File: src/rtl/apa_result_capture.sv
// Sink-side capture for APA_Filter output: strobed {filtered_signal, weight} pairs,
// decimated, buffered in a show-ahead FIFO and drained through a ready/valid port.
//
// state   | meaning
// --------+-------------------------------------------------------------
// IDLE    | waiting for start after reset
// CAPTURE | taking capture events until NUM_SAMPLES have been counted
// DRAIN   | no new events; waiting for the FIFO to empty
// DONE    | window complete; held until the next start
module apa_result_capture #(
  parameter int DATA_W      = 16,
  parameter int DEPTH       = 64,
  parameter int ADDR_W      = 6,
  parameter int NUM_SAMPLES = 1000,
  parameter int DECIM       = 1
) (
  input  logic                  clk,
  input  logic                  reset,
  input  logic                  start,
  input  logic                  sample_valid,
  input  logic [DATA_W-1:0]     filtered_signal,
  input  logic [DATA_W-1:0]     weight,
  input  logic                  rd_ready,
  output logic                  rd_valid,
  output logic [2*DATA_W-1:0]   rd_data,
  output logic [ADDR_W:0]       fill_level,
  output logic [15:0]           sample_count,
  output logic                  busy,
  output logic                  done,
  output logic                  overflow
);

  typedef enum logic [1:0] {S_IDLE, S_CAPTURE, S_DRAIN, S_DONE} state_t;

  localparam int                DEC_W    = (DECIM > 1) ? $clog2(DECIM) : 1;
  localparam logic [DEC_W-1:0]  DEC_LAST = DEC_W'(DECIM - 1);
  localparam logic [15:0]       NUM_C    = 16'(NUM_SAMPLES);
  localparam logic [ADDR_W:0]   DEPTH_C  = (ADDR_W+1)'(DEPTH);

  state_t                r_state;
  logic [2*DATA_W-1:0]   r_mem [DEPTH];
  logic [ADDR_W-1:0]     r_wr_ptr;
  logic [ADDR_W-1:0]     r_rd_ptr;
  logic [ADDR_W:0]       r_count;
  logic [DEC_W-1:0]      r_decim;
  logic [15:0]           r_sample_count;
  logic                  r_overflow;

  logic w_rd_valid;
  logic w_pop;
  logic w_full;
  logic w_take;
  logic w_event;
  logic w_push;

  assign w_rd_valid = (r_count != '0);
  assign w_pop      = w_rd_valid && rd_ready;
  assign w_full     = (r_count == DEPTH_C);
  // Events stop as soon as the window is counted, even before the FSM leaves CAPTURE.
  assign w_take     = (r_state == S_CAPTURE) && sample_valid && (r_sample_count != NUM_C);
  assign w_event    = w_take && (r_decim == DEC_LAST);
  assign w_push     = w_event && (!w_full || w_pop);

  always_ff @(posedge clk) begin
    if (reset) begin
      r_state        <= S_IDLE;
      r_wr_ptr       <= '0;
      r_rd_ptr       <= '0;
      r_count        <= '0;
      r_decim        <= '0;
      r_sample_count <= '0;
      r_overflow     <= 1'b0;
    end else begin
      if (w_push) r_wr_ptr <= r_wr_ptr + 1'b1;
      if (w_pop)  r_rd_ptr <= r_rd_ptr + 1'b1;
      if (w_push && !w_pop)      r_count <= r_count + 1'b1;
      else if (!w_push && w_pop) r_count <= r_count - 1'b1;

      case (r_state)
        S_IDLE, S_DONE: begin
          if (start) begin
            r_sample_count <= '0;
            r_overflow     <= 1'b0;
            r_decim        <= '0;
            r_state        <= S_CAPTURE;
          end
        end
        S_CAPTURE: begin
          if (r_sample_count == NUM_C) begin
            r_state <= S_DRAIN;
          end else if (w_take) begin
            r_decim <= w_event ? '0 : r_decim + 1'b1;
            if (w_event) begin
              if (r_sample_count != 16'hFFFF) r_sample_count <= r_sample_count + 16'd1;
              if (!w_push) r_overflow <= 1'b1;
            end
          end
        end
        S_DRAIN: begin
          if (r_count == '0) r_state <= S_DONE;
        end
        default: r_state <= S_IDLE;
      endcase
    end
  end

  // Storage needs no reset: entries are only visible while rd_valid is high.
  always_ff @(posedge clk) begin
    if (w_push) r_mem[r_wr_ptr] <= {filtered_signal, weight};
  end

  assign rd_valid     = w_rd_valid;
  assign rd_data      = w_rd_valid ? r_mem[r_rd_ptr] : '0;
  assign fill_level   = r_count;
  assign sample_count = r_sample_count;
  assign busy         = (r_state == S_CAPTURE) || (r_state == S_DRAIN);
  assign done         = (r_state == S_DONE);
  assign overflow     = r_overflow;

endmodule

File: config.mk
export PLATFORM = sky130hd
export DESIGN_NAME = apa_result_capture
export DESIGN_NICKNAME = d
export VERILOG_FILES = /design/src/rtl/apa_result_capture.sv
export SDC_FILE = /design/constraint.sdc
export NUM_CORES = 2
export LEC_CHECK = 0
export CAP_MARGIN = 5
export CORE_UTILIZATION = 25
export CTS_BUF_LIST = sky130_fd_sc_hd__clkbuf_8 sky130_fd_sc_hd__clkbuf_16
export CTS_CLUSTER_DIAMETER = 40
export DETAILED_ROUTE_END_ITERATION = 10
export MAX_ROUTING_LAYER = met4
export REMOVE_ABC_BUFFERS = 1
export SYNTH_ARGS = -nofsm -noshare
export SYNTH_HDL_FRONTEND = slang
export SYNTH_SLANG_ARGS = --single-unit
File: constraint.sdc
create_clock -name clk -period 11.4 [get_ports clk]
set_clock_uncertainty 0.05 [all_clocks]
set_input_delay 2.85 -clock clk [delete_from_list [all_inputs] [get_ports clk]]
set_output_delay 2.85 -clock clk [all_outputs]
set_load 0.05 [all_outputs]
==> metrics.md <==
| Metric | Value |
|---|---|
| Startpoint Class | `flip-flop` |
| Final worst-path cycle share | `73.8%` |
| Leakage power | `27.6 nW` |
| #FFs+latches synth | `2093` |
| Number of global-route vias before repair | `40015` |
| RSZ-0062 raised after global routing | `no` |
| Switching Fraction | `27.0%` |
| First-pass GRT wire length | `301 mm` |
| Slew headroom | `19.3%` |
| Cell Area, Placed | `0.0872 mm^2` |
| Ports | `96` |
| Worst setup margin | `2.99 ns` |
| Final instance area | `0.0937 mm^2` |
| Fmax | `119 MHz` |
| Final setup viols | `0` |
| DR vias/cell | `4.77` |
| # DRC | `0` |
| H-tree Lvls | `4` |
| Status | `finished clean` |
| Slew Viols, Final | `0` |
| Syn-to-layout area delta | `16.1%` |
| Async SR Flop Fraction | `0%` |
| Post-synth EDFFs | `2048` |
| Post-CTS setup buffers | `0` |
| Net count, final | `3903` |
| Clock-pin slew on the worst setup and hold paths | `0.06 ns` |
| All-layer global routing usage | `13.4%` |
| WL per Instance | `26.0 um` |
| Yosys warns | `0` |
| Pwr dens | `202 mW/mm^2` |
| Syn_area_per_cell | `22.2 um^2` |
| Clk pwr share | `35.0%` |
| Pin slew with the least headroom to its limit | `1.21 ns` |
| Port buffer count | `95` |
| CP Capture Type | `primary output` |
| Drt total wl | `216 mm` |
| Die area | `0.325 mm^2` |
| Sw Pwr | `5.09 mW` |
| Number of gates resized after cts | `0` |
| Final min period | `8.41 ns` |
| Internal power | `13.8 mW` |
| Arr. time, crit path | `5.51 ns` |
| Worst-Skew Late Latency | `0.83 ns` |
| Remaining antenna violation count | `0` |
| Mapped Area | `0.0807 mm^2` |
| Worst Hold Depth | `2` |
| Maxcap violations | `0` |
| Worst reg2reg path depth | `14` |
| Sequential share of the synthesized area | `77.3%` |
| Worst Path Required | `8.50 ns` |
| Longest Clk Path Bufs | `4` |
| Power after layout | `18.9 mW` |
| Top FF cell, synth | `edfxtp_1` |
| Starting Density | `25.1%` |
| Worst slack, placed | `3.75 ns` |
| Pin count of the biggest net entering global routing | `133` |
| Final Hold Violating Endpoints | `0` |
| Hold_buf cts | `0` |
| Gate power share | `19.7%` |
| Gpl congestion | `0.749` |
| CTS Buf Count | `205` |
| Die Y | `570 um` |
| FP Rows | `208` |
| Drt first pass iters | `5` |
| Syn Inst Count | `3639` |
| Die span in x | `570 um` |
| # clock sinks | `2093` |
| Layout cells sized above 1 | `26.2%` |
| Worst Path Max Fanout | `85` |
| DR iter-0 viols | `5035` |
| CP Class | `flip-flop to primary output` |
| HPWL after DPL | `109 mm` |
| GR Overflow Total | `0` |
| Max VDD drop | `0.182 mV` |
| Hold WC Path Type | `flip-flop to flip-flop` |
| Synth cell types | `64` |
| Via count | `39732` |
| CTS tree | `done` |
| Seq pwr share | `45.3%` |
| CTS root buf | `clkbuf_16` |
| Core outline area | `0.321 mm^2` |
| Initial antenna violation count | `27` |
## area by class of cell
cell class,instances,area [um^2]
Antenna cell,9,22.5
Clock inverter,162,1320
Timing Repair Buffer,199,1680
Multi-Input combinational cell,1336,17600
Clock buffer,206,5150
Fill cell,31163,227000
Inverter,17,65.1
Sequential cell,2093,62400
Tap cell,4305,5390
## cell usage after synthesis, types with 4 or more instances
cell type	number	share of area, %
nor3_1	20	0.12
buf_1	11	0.051
a31oi_1	16	0.12
nor2b_1	20	0.16
xor2_1	9	0.098
nor2_1	128	0.60
xnor2_1	15	0.16
ha_1	13	0.20
a21o_1	12	0.11
o21ai_1	11	0.068
buf_2	71	0.44
a22oi_1	26	0.24
mux4_2	534	15
edfxtp_1	2048	76
nand4_1	9	0.070
o22ai_1	38	0.29
and3_1	5	0.039
buf_6	18	0.25
a311oi_1	4	0.043
clkbuf_1	52	0.24
a21oi_1	43	0.27
mux2i_1	99	1.2
o21ai_0	21	0.13
and2_1	12	0.093
or2_2	5	0.039
o211ai_1	8	0.074
o221ai_1	13	0.14
dfxtp_1	45	1.1
inv_1	14	0.065
buf_4	41	0.38
a32oi_1	16	0.17
o31ai_1	5	0.047
or3_1	7	0.054
nand2b_1	10	0.078
a211oi_1	32	0.30
nor4_1	12	0.093
nand3_1	32	0.20
nand2_1	121	0.56
mux2_2	7	0.098
## cell families (layout without fill, tap and decap cells)
logic type	after synthesis	after routing	synth area share [%]
flip-flops	2093	2093	77.3
other	0	9	0
AO/OA/AOI/OAI	264	264	2.24
multiplexers	640	640	16.2
XOR/XNOR	24	24	0.261
buffers and inverters	210	584	1.45
AND/OR/NAND/NOR	394	394	2.24
adder cells (fa/ha/maj)	14	14	0.226
## metrics by stage
stage / setup TNS, ns / utilization, % / std cells / hold WS (ns)
after CTS: 0 / 29.2 / 8318 / 0.466
final: 0 / 29.2 / 8327 / 0.465
after global placement: 0 / 27.1 / 7950 / 0.440
after global routing: 0 / 29.2 / 8325 / 0.483
after floorplan: -516.79 / - / 3446 / 0.410
after detailed placement: 0 / 27.1 / 7950 / 0.453
## cells in the final DEF, fill, tap and decap left out, types with 16 or more instances in the layout
master	n
nor2_1	63
a32oi_1	16
bufinv_16	17
a31oi_1	16
clkdlybuf4s50_1	63
a22oi_1	26
clkbuf_16	206
nor2b_1	18
nand2_1	121
mux2i_1	99
buf_4	95
inv_1	48
buf_2	32
edfxtp_1	2048
mux4_2	534
a211oi_1	32
clkinv_1	42
clkinv_2	36
o21ai_0	21
nor2_4	64
a21oi_1	43
nor3_1	20
o22ai_1	38
dfxtp_1	39
nand3_1	32
## path summary, 6_finish.rpt
path	startpoint	endpoint	slack (ns)
setup / recovery	flip-flop	rd_data[0]	2.99
hold reg to reg	r_rd_ptr[5]	flip-flop	0.46
setup reg to reg	fill_level[0]	fill_level[6]	7.03
hold / removal	r_rd_ptr[5]	flip-flop	0.46
## worst max-delay path, cell delays in order (launching register included)
cell	delay (ns)
dfxtp_4	0.81
buf_12	0.56
buf_12	0.54
mux4_2	0.59
mux4_2	0.54
a22oi_1	0.43
nand2_1	0.17
clkdlybuf4s50_1	0.73
## layer usage
| layer | up-vias | track usage (%) | part of all wire [%] |
|---|---|---|---|
| met5 | - | - | 0 |
| met1 | 21551 | 18.5 | 42 |
| met4 | 0 | 3.45 | 2.5 |
| met2 | 2046 | 19.9 | 46 |
| li1 | 15816 | - | - |
| met3 | 319 | 2.99 | 9.8 |
## registers in the layout, summed over array words and instances (netlist names), named ones only
register and count:
fill_level 7, overflow 1, r_decim 1, r_mem 2048, r_rd_ptr 6, r_state 2, r_wr_ptr 6, sample_count 16
## power by group through the flow
stage | logic (mW) | clock network, mW | registers, mW
2_1_floorplan | 3.03 | 0 | 9.04
3_3_place_gp | 3.77 | 0 | 8.72
3_5_place_dp | 3.78 | 0 | 8.73
4_1_cts | 3.80 | 6.72 | 8.56
5_1_grt | 3.97 | 7.01 | 8.57
6_report | 3.72 | 6.61 | 8.56
Note: power is estimated with default switching activity, not from simulation.
